--- src/rtl/veritop_pkg.sv ---
// veritop_pkg
//   Shared constants for the program sequencer: memory command codes driven on
//   tx, instruction codes returned on entrada, and the state encoding that is
//   exported on etapa.
package veritop_pkg;

  localparam logic [4:0] TX_NOP  = 5'd0;
  localparam logic [4:0] TX_LOAD = 5'd1;
  localparam logic [4:0] TX_EXEC = 5'd2;

  localparam logic [4:0] OP_A    = 5'd2;
  localparam logic [4:0] OP_B    = 5'd3;
  localparam logic [4:0] OP_END  = 5'd5;

  typedef enum logic [4:0] {
    ST_IDLE   = 5'd0,
    ST_FETCH  = 5'd1,
    ST_DECODE = 5'd2,
    ST_EXEC   = 5'd3,
    ST_FINISH = 5'd4
  } state_t;

  // True for codes that are handed to the datapath as an operation.
  function automatic logic is_op_code(input logic [4:0] code);
    return (code == OP_A) || (code == OP_B);
  endfunction

endpackage

--- src/rtl/unidade_controle_if.sv ---
// unidade_controle_if
//   Bundles the sequencer's control, memory and datapath signals.
//   master : the sequencer (consumes start/abort/entrada/exec_done,
//            drives tx and the status outputs)
//   slave  : the environment (top-level controls, memory, datapath)
//   Signals: start, abort, entrada[4:0], exec_done, tx[4:0], etapa[4:0],
//            op_valid, opcode[4:0], busy, done, error, op_count[CNT_W-1:0]
interface unidade_controle_if #(
  parameter int CNT_W = 5
);
  logic             start;
  logic             abort;
  logic [4:0]       entrada;
  logic             exec_done;
  logic [4:0]       tx;
  logic [4:0]       etapa;
  logic             op_valid;
  logic [4:0]       opcode;
  logic             busy;
  logic             done;
  logic             error;
  logic [CNT_W-1:0] op_count;

  modport master (
    input  start, abort, entrada, exec_done,
    output tx, etapa, op_valid, opcode, busy, done, error, op_count
  );

  modport slave (
    output start, abort, entrada, exec_done,
    input  tx, etapa, op_valid, opcode, busy, done, error, op_count
  );
endinterface

--- src/rtl/unidade_controle_timeout.sv ---
// contador_timeout
//   Counts EXEC cycles and flags when the count reaches TIMEOUT-1.
//   Ports: clock, reset_n (async, active-low), clear (sync zero),
//          enable (count one per cycle), expired (count == TIMEOUT-1).
module contador_timeout #(
  parameter int TIMEOUT = 16
) (
  input  logic clock,
  input  logic reset_n,
  input  logic clear,
  input  logic enable,
  output logic expired
);
  localparam int            CW   = (TIMEOUT > 1) ? $clog2(TIMEOUT) : 1;
  localparam logic [CW-1:0] LAST = CW'(TIMEOUT - 1);

  logic [CW-1:0] count;

  // Holds at LAST so the counter can never wrap back under the limit.
  always_ff @(posedge clock or negedge reset_n) begin
    if (!reset_n) begin
      count <= '0;
    end else if (clear) begin
      count <= '0;
    end else if (enable && !expired) begin
      count <= count + CW'(1);
    end
  end

  assign expired = (count == LAST);

endmodule

--- src/rtl/unidade_controle.sv ---
// unidade_controle
//   Fetch/decode/execute sequencer for the program memory. Issues LOAD on tx,
//   decodes the returned entrada code, hands OP_A/OP_B to the datapath and waits
//   for exec_done, looping until OP_END. abort returns to IDLE from any busy
//   state; a bad code or an EXEC timeout sets the sticky error flag.
//   Ports: clock, reset_n (async, active-low), bus (unidade_controle_if.master).
module unidade_controle
  import veritop_pkg::*;
#(
  parameter int TIMEOUT = 16,
  parameter int CNT_W   = 5
) (
  input  logic                  clock,
  input  logic                  reset_n,
  unidade_controle_if.master    bus
);

  state_t           state;
  state_t           state_nxt;
  logic [4:0]       opcode_q;
  logic [CNT_W-1:0] op_count_q;
  logic             error_q;
  logic             run_clear;
  logic             op_inc;
  logic             err_set;
  logic             expired;

  contador_timeout #(.TIMEOUT(TIMEOUT)) u_timeout (
    .clock   (clock),
    .reset_n (reset_n),
    .clear   (state == ST_DECODE),
    .enable  (state == ST_EXEC),
    .expired (expired)
  );

  always_ff @(posedge clock or negedge reset_n) begin
    if (!reset_n) begin
      state <= ST_IDLE;
    end else begin
      state <= state_nxt;
    end
  end

  // abort is tested first in every busy state so it overrides exec_done,
  // timeout and decode outcomes alike.
  always_comb begin
    state_nxt = state;
    run_clear = 1'b0;
    op_inc    = 1'b0;
    err_set   = 1'b0;
    case (state)
      ST_IDLE: begin
        if (bus.start) begin
          state_nxt = ST_FETCH;
          run_clear = 1'b1;
        end
      end
      ST_FETCH: begin
        state_nxt = bus.abort ? ST_IDLE : ST_DECODE;
      end
      ST_DECODE: begin
        if (bus.abort) begin
          state_nxt = ST_IDLE;
        end else if (is_op_code(bus.entrada)) begin
          state_nxt = ST_EXEC;
        end else if (bus.entrada == OP_END) begin
          state_nxt = ST_FINISH;
        end else begin
          state_nxt = ST_IDLE;
          err_set   = 1'b1;
        end
      end
      ST_EXEC: begin
        if (bus.abort) begin
          state_nxt = ST_IDLE;
        end else if (bus.exec_done) begin
          state_nxt = ST_FETCH;
          op_inc    = 1'b1;
        end else if (expired) begin
          state_nxt = ST_IDLE;
          err_set   = 1'b1;
        end
      end
      ST_FINISH: begin
        state_nxt = ST_IDLE;
      end
      default: begin
        state_nxt = ST_IDLE;
      end
    endcase
  end

  always_ff @(posedge clock or negedge reset_n) begin
    if (!reset_n) begin
      opcode_q <= '0;
    end else if (state == ST_DECODE) begin
      opcode_q <= bus.entrada;
    end
  end

  always_ff @(posedge clock or negedge reset_n) begin
    if (!reset_n) begin
      op_count_q <= '0;
      error_q    <= 1'b0;
    end else if (run_clear) begin
      op_count_q <= '0;
      error_q    <= 1'b0;
    end else begin
      if (op_inc) begin
        op_count_q <= op_count_q + CNT_W'(1);
      end
      if (err_set) begin
        error_q <= 1'b1;
      end
    end
  end

  assign bus.tx       = (state == ST_FETCH) ? TX_LOAD :
                        (state == ST_EXEC)  ? TX_EXEC : TX_NOP;
  assign bus.etapa    = state;
  assign bus.op_valid = (state == ST_EXEC);
  assign bus.busy     = (state != ST_IDLE);
  assign bus.done     = (state == ST_FINISH);
  assign bus.opcode   = opcode_q;
  assign bus.error    = error_q;
  assign bus.op_count = op_count_q;

endmodule
--- src/flat_wrapper.sv ---
// flat-port wrapper written by rule: the top's interface ports become plain ports
module unidade_controle_flat import veritop_pkg::*;
#(
  parameter int TIMEOUT = 16,
  parameter int CNT_W   = 5
)
  (clock, reset_n, bus_start, bus_abort, bus_entrada, bus_exec_done, bus_tx, bus_etapa, bus_op_valid, bus_opcode, bus_busy, bus_done, bus_error, bus_op_count);
  unidade_controle_if #(.CNT_W(CNT_W)) bus_i ();
  input  logic clock;
  input  logic reset_n;
  input wire logic [$bits(bus_i.start)-1:0] bus_start;
  input wire logic [$bits(bus_i.abort)-1:0] bus_abort;
  input wire logic [$bits(bus_i.entrada)-1:0] bus_entrada;
  input wire logic [$bits(bus_i.exec_done)-1:0] bus_exec_done;
  output wire logic [$bits(bus_i.tx)-1:0] bus_tx;
  output wire logic [$bits(bus_i.etapa)-1:0] bus_etapa;
  output wire logic [$bits(bus_i.op_valid)-1:0] bus_op_valid;
  output wire logic [$bits(bus_i.opcode)-1:0] bus_opcode;
  output wire logic [$bits(bus_i.busy)-1:0] bus_busy;
  output wire logic [$bits(bus_i.done)-1:0] bus_done;
  output wire logic [$bits(bus_i.error)-1:0] bus_error;
  output wire logic [$bits(bus_i.op_count)-1:0] bus_op_count;
  assign bus_i.start = bus_start;
  assign bus_i.abort = bus_abort;
  assign bus_i.entrada = bus_entrada;
  assign bus_i.exec_done = bus_exec_done;
  assign bus_tx = bus_i.tx;
  assign bus_etapa = bus_i.etapa;
  assign bus_op_valid = bus_i.op_valid;
  assign bus_opcode = bus_i.opcode;
  assign bus_busy = bus_i.busy;
  assign bus_done = bus_i.done;
  assign bus_error = bus_i.error;
  assign bus_op_count = bus_i.op_count;
  unidade_controle #(.TIMEOUT(TIMEOUT), .CNT_W(CNT_W)) u_core (.clock(clock), .reset_n(reset_n), .bus(bus_i));
endmodule
--- config.mk ---
export PLATFORM = sky130hd
export DESIGN_NAME = unidade_controle_flat
export DESIGN_NICKNAME = d
export VERILOG_FILES = /design/src/rtl/veritop_pkg.sv /design/src/rtl/unidade_controle_if.sv /design/src/rtl/unidade_controle_timeout.sv /design/src/rtl/unidade_controle.sv /design/src/flat_wrapper.sv
export SDC_FILE = /design/constraint.sdc
export NUM_CORES = 1
export LEC_CHECK = 0
export ABC_AREA = 1
export CORE_UTILIZATION = 30
export DETAILED_ROUTE_END_ITERATION = 10
export PLACE_DENSITY = 0.62
export SYNTH_ARGS = -nofsm -noshare
export SYNTH_HDL_FRONTEND = slang
export SYNTH_HIERARCHICAL = 1
export SYNTH_SLANG_ARGS = --single-unit
--- constraint.sdc ---
create_clock -name clock -period 1.7 [get_ports clock]
set_clock_uncertainty 0.1 [all_clocks]
set_input_delay 0.255 -clock clock [delete_from_list [all_inputs] [get_ports clock]]
set_output_delay 0.255 -clock clock [all_outputs]
set_load 0.005 [all_outputs]
Yosys cells after proc, flatten, opt, wreduce, memory -nomap -nowiden
Index checks and enable logic that the tools add are counted.
- bits in latches: 0
- register bits: 20
- bits in read-only memories: 0
- logic and storage cells: 55
- input port bits: 10
- RAM bits: 0
- memories: 0
- output and inout bits: 24
- shifts and indexed selects: 0
- divide/modulo/power cells: 0
- eq/ne operators: 10
- reduce and logical (&&, ||, !) cells: 9
- bitwise gates (word level): 0
- multiply operators: 0
- add/sub/neg operators: 2
- magnitude comparators: 0
- multiplexer cells: 29
- operators by type and width (cell ; number):
    $mux 5 ; 9
    $eq 5x2->1 const B ; 4
    $pmux 5 s4 ; 1
    $mux 1 ; 13
    $eq 5x3->1 const B ; 2
    $mux 4 ; 2
    $reduce_bool 2->1 ; 3
    $add 5x1->5 const B ; 1
    $eq 5x1->1 const B ; 1
    $logic_not 5->1 ; 1
    $reduce_bool 5->1 ; 1
    $add 4x1->4 const B ; 1
    $eq 4x4->1 const B ; 1
    $mux 2 ; 2
    $ne 4x3->1 const B ; 1
    $mux 3 ; 1
    $ne 2x2->1 const B ; 1
    $pmux 1 s2 ; 1
    $reduce_and 2->1 ; 1
    $logic_and 1x1->1 ; 1
    $logic_not 1->1 ; 1
    $logic_or 1x1->1 ; 1

Logic depth before layout (Yosys ltp)
- depth after elaboration: 7
- depth in mapped cells: 8
- gate-level depth less buffers: 8

Modules after synthesis
Netlist, hierarchy kept.
- by module, submodules not included (module ; cells each ; seq. area each (sq um) ; times used ; area an instance (sq um)):
    unidade_controle ; 100 ; 350.3 ; 1 ; 824.5
    contador_timeout ; 29 ; 100.1 ; 1 ; 225.2

Worst setup path before layout
No wires, ideal clock.
- path kind: register to register
- from: register u_core.state[2] (netlist: u_core/bus.etapa[2])
- to: register u_core.u_timeout.count[0]
- data arrival time: 1.113 ns
- setup slack: 0.370 ns
- buffers on the path: 0
- period minus slack after synthesis: 1.330 ns
- required time: 1.483 ns
- cell stages (with the launch flop): 9
- library setup time: 0.117 ns
- path through: dfrtp_1 inv_1 nand3_4 inv_1 nand2_1 inv_2 nand2_1 nand2_1 nor2_1
- cells in the longest elaborated chain, start to end: 3
- elaborated cells on any way between the ends: 5
- those cells by class: eq/ne: 2; mux: 1; reduce/logical: 2
- RTL lines (item ; line ; source):
    start: declaration ; unidade_controle.sv:18 ; state_t state;
    start signal: assignment ; unidade_controle.sv:40 ; state <= state_nxt;
    $eq 5x2->1 ; -- ;
    named net bus_op_valid ; flat_wrapper.sv:17 ; output wire logic [$bits(bus_i.op_valid)-1:0] bus_op_valid;
    $logic_and 1x1->1 ; unidade_controle_timeout.sv:25 ; end else if (enable && !expired) begin
    $reduce_bool 2->1 (no source line) ; -- ;
    end signal: assignment ; unidade_controle_timeout.sv:26 ; count <= count + CW'(1);
    end: declaration ; unidade_controle_timeout.sv:17 ; logic [CW-1:0] count;
The timed path passes the listed nets, and every way through them passes these cells.
A chain may end at the register's enable or synchronous reset.

Final worst setup path
- from: register u_core.state[1] (netlist: u_core/bus.etapa[1])
- to: output port bus_tx[0]
- cells in the longest elaborated chain, start to end: 2
- RTL lines (item ; line ; source):
    $eq 5x1->1 ; unidade_controle.sv:118 ; assign bus.tx = (state == ST_FETCH) ? TX_LOAD :
    $mux 5 ; unidade_controle.sv:118 ;
    end: declaration ; flat_wrapper.sv:15 ; output wire logic [$bits(bus_i.tx)-1:0] bus_tx;
No other way between the ends.

==> flow_summary.toml <==
[die]
die_y_um = 61.2
die-area_sq_um = 3740
coreArea_sq_um = 3340
die_w_um = 61.2
rows = 21
ios = 34
start_util_pct = 31.5

[critical_path]
cp_top_family = "flip-flops"
startpoint = "u_core/bus.etapa[1]"
cp_num_cells = 3
path_buf_inv = 2
r2r_start = "u_core/bus.etapa[1]"
r2r_setup_slack_ps = 260
arrival_ps = 1300
cp-end-kind = "primary output"
rr_endpoint = "u_core/u_timeout/count[2]"
crit_type = "flop to primary output"
path_cells = "buf_4, nor3_4, dlygate4sd2_1"
cp-start-kind = "flop"
crit_path_end = "bus_tx[0]"
rr_worst_depth = 7
cp_max_fo = 3
worst_path_max_delay_cell = "dfrtp_2"
cp_data_required_time_ps = 1340
critPathMaxStageDelay_ps = 430

[clock_network]
tritoncts = "yes"
clk_pin_slew_ps = 100
ctsHoldBuffers = 0
cts_sinks = 18
clock_path_buffers = 2
cts_root_buf = "clkbuf_4"
numCtsBuffers = 3
h-tree-depth = 1
clk_latency_ps = 290

[drt]
dr.pass1.iters = 4
wl_per_cell_um = 10.8
ant_nets = 0
via_count = 933
drcViolationCount = 0
drt_iter0_drc = 8
wl_um = 2320
drt-vias-per-instance = 4.36

[layout]
final_common_cell = "nand2_1"
final_cells = 214
synthToLayoutAreaGrowth_pct = 40.9
drive_above_1_share_pct = 20.2
mostFrequentLayoutCells = "nand2_1, clkdlybuf4s50_1, inv_1"
fillers = 345
diodes = 0
layout.nets = 181

[yosys]
netlist_area_sq_um = 1050
ys_types = 23
synthAdderAreaFrac_pct = 2.38
netlist.area_leader.share_pct = 42.9
synth_area_leaders = "dfrtp_1, nand2_1, inv_1"
yosysWarnings = 6
ys_seq_area_share_pct = 42.9
postSynthCellCount = 129
synth_top_area_cell = "dfrtp_1"
synthSimpleGateAreaFrac_pct = 33.6
synth_xor_area_share_pct = 2.50
synth_top_family_by_area = "simple AND/OR/NAND/NOR gates"
yosys-mux-area-fraction_pct = 0
synth_compound_area_share_pct = 6.79
synth_seq_cells = 18
syn_avg_cell_area_sq_um = 8.14

[timing]
layout_worst_path_cycle_share_pct = 97.3
finalCriticalPeriod_ps = 1650
timing.hold.ws_ps = 187
rsz0062_at_grt = "no"
fmax_ghz = 0.604
drv_slew = 0
setup_viol = 0
hold_viol = 0

[global_routing]
antenna_found_initial = 0
grt_max_degree = 19
grt_pass1_vias = 923
grt_use_total_pct = 14.1
grt_pass1_wl_um = 3860
grt-ovfl-total = 0

[place]
place.gp.congestion = 0.781
io_buffer_count = 28
dpl.cell_count = 206
post-dp-hpwl_um = 1790

[run]
drv_cap = 0

[outcome]
status = "completed"

[power_and_ir_drop]
leakage_nw = 0.752
power.density_nw_per_um2 = 1220
peakVddDrop_mv = 0.644

[hold_path]
holdCritPathClass = "input pin to async pin"
## sequential cells by signal, summed over array words and instances (netlist names)
signal,count
u_core/bus.error,1
u_core/bus.etapa,3
u_core/bus.op_count,5
u_core/bus.opcode,5
u_core/u_timeout/count,4
## per-stage QoR
stage	setup TNS [ps]	worst slack [ps]	total power, W	instance area, sq um	util (%)
6_report	0	45.6	0.00181	1480	44.3
5_1_grt	0	2.80	0.00194	1480	44.3
4_1_cts	-2.81	-2.81	0.00181	1460	43.7
3_5_place_dp	0	41.0	0.00150	1400	41.8
3_3_place_gp	0	47.2	0.00147	1400	41.8
2_1_floorplan	0	370	0.00107	1060	-
## power breakdown
part           leakage (nW)  internal [W]  switching [W]
combinational         0.497      0.000455       0.000430
sequential            0.235      0.000555       0.000101
clock                0.0210      0.000130       0.000135
## worst register-to-register path, cell delays in order (launching register included)
cell and delay, ps:
dfrtp_2 430, buf_4 140, buf_4 140, nand3_4 130, inv_1 140, inv_1 140
nand3_1 100, nand2_1 80
## metal layers
metal | GRT usage [%] | wire length, um
met2 | 25.8 | 1200
met5 | 0 | 0
met4 | 5.84 | 9
met1 | 16.3 | 1050
met3 | 2.10 | 59
## kinds of logic (layout without fill, tap and decap cells)
family / after synthesis / in the layout
other: 1 / 5
AND/OR/NAND/NOR: 69 / 69
flip-flops: 18 / 18
AO/OA/AOI/OAI: 9 / 9
buffers and inverters: 27 / 62
XOR/XNOR: 3 / 3
adder cells (fa/ha/maj): 2 / 2
## synth_stat cells
cell type / n
nor2_1: 7
a21oi_1: 2
dfrtp_1: 18
nand2_2: 1
nand2_4: 1
nand3_1: 15
inv_2: 2
inv_1: 20
nand2_1: 32
nand3_2: 1
nor2_2: 2
buf_4: 5
ha_1: 2
o21ai_2: 4
o21ai_0: 2
or2_2: 1
nand4_1: 2
nor2_4: 2
xor2_1: 3
nand3_4: 2
o21ai_4: 1
conb_1: 1
nor3_1: 3
## area by class of cell
cell class | count | area [sq um] | area share [%]
clock buffers | 4 | 36.3 | 2.45
repair buffers | 36 | 342 | 23.1
well taps | 46 | 57.6 | 3.89
flip-flops and latches | 18 | 453 | 30.6
inverters | 22 | 85.1 | 5.75
multi-input cells | 88 | 505 | 34.2
## how the worst min path moves through the flow
| stage | start | endpoint | slack (ps) | cells after the start |
|---|---|---|---|---|
| after floorplan | reset_n | u_core/bus.error | -140 | 0 |
| after global placement | u_core/bus.opcode[2] | u_core/bus.opcode[2] | 360 | 2 |
| after detailed placement | u_core/bus.opcode[2] | u_core/bus.opcode[2] | 360 | 2 |
| after CTS | reset_n | u_core/bus.opcode[4] | 180 | 2 |
| after global routing | reset_n | u_core/bus.opcode[4] | 190 | 2 |
| final | reset_n | u_core/bus.opcode[2] | 190 | 2 |
## timing repair
| action | CTS | global route |
|---|---|---|
| cloned | 0 | 0 |
| setup endpoints to repair | 6 | 6 |
| buffers inserted | 3 | 1 |
| resized for setup | 10 | 7 |
No activity file was read; power rests on OpenSTA's default activity.
==> variant 1 (same flow settings) <==
`CNT_W` is set to 5 in 3 places; all go to 10.
--- a/src/rtl/unidade_controle_if.sv
+++ b/src/rtl/unidade_controle_if.sv
@@ -6,7 +6,7 @@
 //   Signals: start, abort, entrada[4:0], exec_done, tx[4:0], etapa[4:0],
 //            op_valid, opcode[4:0], busy, done, error, op_count[CNT_W-1:0]
 interface unidade_controle_if #(
-  parameter int CNT_W = 5
+  parameter int CNT_W = 10
 );
   logic             start;
   logic             abort;
--- a/src/rtl/unidade_controle.sv
+++ b/src/rtl/unidade_controle.sv
@@ -8,7 +8,7 @@
   import veritop_pkg::*;
 #(
   parameter int TIMEOUT = 16,
-  parameter int CNT_W   = 5
+  parameter int CNT_W   = 10
 ) (
   input  logic                  clock,
   input  logic                  reset_n,
--- a/src/flat_wrapper.sv
+++ b/src/flat_wrapper.sv
@@ -2,7 +2,7 @@
 module unidade_controle_flat import veritop_pkg::*;
 #(
   parameter int TIMEOUT = 16,
-  parameter int CNT_W   = 5
+  parameter int CNT_W   = 10
 )
   (clock, reset_n, bus_start, bus_abort, bus_entrada, bus_exec_done, bus_tx, bus_etapa, bus_op_valid, bus_opcode, bus_busy, bus_done, bus_error, bus_op_count);
   unidade_controle_if #(.CNT_W(CNT_W)) bus_i ();
Interface: changed (resized bus_op_count); port bits go from 34 to 39. The function was not compared with the original's and may differ.
==> variant 1 against the unedited design <==
Sequential cell count up 5. Clock power up 27%. Register-to-register slack got worse by 60 ps. Area after synthesis increased by 31%. Highest routed layer unchanged. Wire length rose by 33%. Design area grew 27%. Critical path type unchanged. Power grew 9.1%. Worst setup slack worse by 5.1 ps.
==> variant 1: results (changes against the unedited design) <==
crit path max-delay cell type=dfrtp_1; top cells by instance count after synthesis=58 x nand2_1, 26 x inv_1, 23 x dfrtp_1; Syn Area/Cell=7.50 µm² (-7.8%); P_seq=0.762 mW (+16%); met3 track demand over resource=1.74% (-0.36 points); post_cts resized=9 (-1); Placed Area=1790 µm² (+28%); # fillers=456 (+32%); # port buffers=33 (+18%); met3 wire length=138 µm (+130%); HPWL Detailed=2.25 mm (+26%); Ys Warns=6 (unchanged); met2 wire length=1.37 mm (+14%); first-pass GRT wire length=5.10 mm (+32%); setup slack after layout=40.5 ps (-5.11 ps); Clock transition at path regs=80 ps (-20 ps); layout cells sized above 1=13.9% (-6.3 points); leakage=1.00 nW (+33%); largest net degree at the start of global routing=24 (+5); GR Util met2=19.7% (-6.1 points); placed cell count=273 (+33%); status=finished, final reports clean; initial antenna violation count=0 (unchanged); Synth cell types=25 (+8.7%); CP Launch Point=u_core/bus.etapa[0]; met1 Use GR=18.5% (+2.2 points); mean number of vias per cell=4.49 (+3.1%); final non-filler cell total=282 (+32%); delay of the slowest critical-path stage=400 ps (-30 ps); Design Power=1.97 mW (+9.1%); sw power=0.694 mW (+4.2%); Worst VDD drop=0.000646 V (+0.42%); vias in the first global route=1118 (+21%); final net count=243 (+34%); dominant synthesized flop cell=dfrtp_1; P_clk=0.337 mW (+27%); DRT Pass-1 Iters=4 (unchanged); DR iter-0 viols=56 (+48); post-synthesis sequential area ratio=41.7% (-1.2 points); root buffer cell=clkbuf_8; Reg2Reg Setup Slack=200 ps (-60 ps); Routability Congestion=0.800 (+2.4%); top post-synthesis cells by area=dfrtp_1 42%, nand2_1 16%, nand3_1 7.3%; Total GRT Usage=13.0% (-1.1 points); Routed WL per cell=10.9 µm (+0.95%); Post-CTS Repair Setup Buffers=4 (+1)
## variant 1: changes by cell type in the layout (fill, tap and decap cells not counted), sizes merged, moves of 2 or more
cell / unedited run / this run
nand3: 18 / 22
nor2: 11 / 14
nand4: 2 / 10
buf: 8 / 11
clkdlybuf4s50: 21 / 27
o21ai: 7 / 3
xor2: 3 / 1
dfrtp: 18 / 23
inv: 22 / 29
o21bai: 0 / 2
nand2: 34 / 62
## variant 1: final cells by class
type                    instances  area, µm²  share of cell area, %
inverters                      29        109                   5.78
flip-flops and latches         23        577                   30.6
clock buffers                   4       45.0                   2.39
multi-input cells             130        674                   35.8
well taps                      52       65.1                   3.45
repair buffers                 44        414                   22.0
## variant 1: logic make-up after synthesis
group,Yosys count,share of synthesized area (%)
XOR/XNOR,1,0.635
other,1,0.272
flip-flops,23,41.7
buffers and inverters,35,11.4
AND/OR/NAND/NOR,113,40.1
adder cells (fa/ha/maj),2,1.81
AO/OA/AOI/OAI,9,4.08
==> variant 2 (same settings) <==
Made on the original files. Reset style: synchronous (`reset_n`), changed in 4 clocked blocks. Comments in the files are not updated.
--- a/src/rtl/unidade_controle_timeout.sv
+++ b/src/rtl/unidade_controle_timeout.sv
@@ -17,7 +17,7 @@
   logic [CW-1:0] count;
 
   // Holds at LAST so the counter can never wrap back under the limit.
-  always_ff @(posedge clock or negedge reset_n) begin
+  always_ff @(posedge clock) begin
     if (!reset_n) begin
       count <= '0;
     end else if (clear) begin
--- a/src/rtl/unidade_controle.sv
+++ b/src/rtl/unidade_controle.sv
@@ -33,7 +33,7 @@
     .expired (expired)
   );
 
-  always_ff @(posedge clock or negedge reset_n) begin
+  always_ff @(posedge clock) begin
     if (!reset_n) begin
       state <= ST_IDLE;
     end else begin
@@ -90,7 +90,7 @@
     endcase
   end
 
-  always_ff @(posedge clock or negedge reset_n) begin
+  always_ff @(posedge clock) begin
     if (!reset_n) begin
       opcode_q <= '0;
     end else if (state == ST_DECODE) begin
@@ -98,7 +98,7 @@
     end
   end
 
-  always_ff @(posedge clock or negedge reset_n) begin
+  always_ff @(posedge clock) begin
     if (!reset_n) begin
       op_count_q <= '0;
       error_q    <= 1'b0;
Check against the original RTL: differs if reset_n is asserted again (counterexample within 4 cycles, from zero or initial values and one cycle with reset_n low); with reset_n held inactive, the same outputs for 10 cycles.
==> variant 2 against the unedited design <==
Wire length is 5.5% lower. Count of clock-buffer cells in the layout is 1 lower. Sequential cell count stayed put. Register-to-register slack better by 20 ps. Worst setup slack better by 22 ps. Largest cell class unchanged. Area after synthesis is 11% lower. Design area is 11% lower. The flow now finishes with violations (design-rule violations).
Power is not compared: it rests on default switching activity, and its combinational part moved more than twofold at a synthesized area within 25%.
==> variant 2: results (changes against the unedited design) <==
status=complete, but fails checks; violated checks=design-rule violations; Post-route DRC=2 (+2); post-synthesis sequential area ratio=38.5% (-4.4 points); reg2reg end=u_core/bus.etapa[1]; Synth Area in Adders=2.67% (+0.29 points); mean number of vias per cell=4.60 (+5.6%); DRT Pass-1 Iters=7 (+3); Crit path arrival time=1280 ps (-20 ps); Reg2Reg Depth=10 (+3); Placed Area=1240 µm² (-11%); crit path max-delay cell type=clkdlybuf4s50_1; Synth Area in Compound Gates=13.4% (+6.6 points); CP Launch Point=u_core/bus.etapa[2]; DR iter-0 viols=13 (+5); top cells by instance count after synthesis=25 x inv_1, 22 x nand2_1, 20 x nor2_1; met3 wire length=111 µm (+88%); Total GRT Usage=14.6% (+0.54 points); Worst setup endpoint=bus_etapa[2]; Min-Delay Path Class=flop to flop; met2 wire length=1.04 mm (-13%); dominant synthesized flop cell=dfxtp_1; Synth cell types=24 (+4.3%); # fillers=297 (-14%); Min Hold Slack=385 ps (+198 ps); post_cts resized=15 (+5); Max FO, Critical Path=2 (-1); Core ar.=2850 µm² (-15%); WL met1=1.02 mm (-2.7%); FF-to-FF Start=u_core/u_timeout/count[1]; met3 track demand over resource=2.46% (+0.35 points)
[variant 2: cell types whose count changed after synthesis, moves of 5 or more]
cell | before | now
dfrtp_1 | 18 | 0
dfxtp_1 | 0 | 18
nor2_1 | 7 | 20
nand2_1 | 32 | 22
a21oi_1 | 2 | 11
nand3_1 | 15 | 6
inv_1 | 20 | 25
o21ai_0 | 2 | 7
[variant 2: power by group through the flow]
| stage | Sequential (mW) | Clock (mW) | Combinational [mW] |
|---|---|---|---|
| final | 0.439 | 0.216 | 0.127 |
| after floorplan | 0.449 | 0 | 0.0669 |
| after CTS | 0.439 | 0.226 | 0.127 |
| after global placement | 0.449 | 0 | 0.124 |
| after detailed placement | 0.450 | 0 | 0.124 |
| after global routing | 0.441 | 0.237 | 0.142 |
[variant 2: final cells by class]
cell class                      count  area [µm²]  share of cell area, %
Clock buffer                        3        22.5                   1.71
Inverter                           26         100                   7.59
Multi-Input combinational cell     91         470                   35.7
Sequential cell                    18         372                   28.2
Tap cell                           31        38.8                   2.94
Timing Repair Buffer               33         315                   23.9
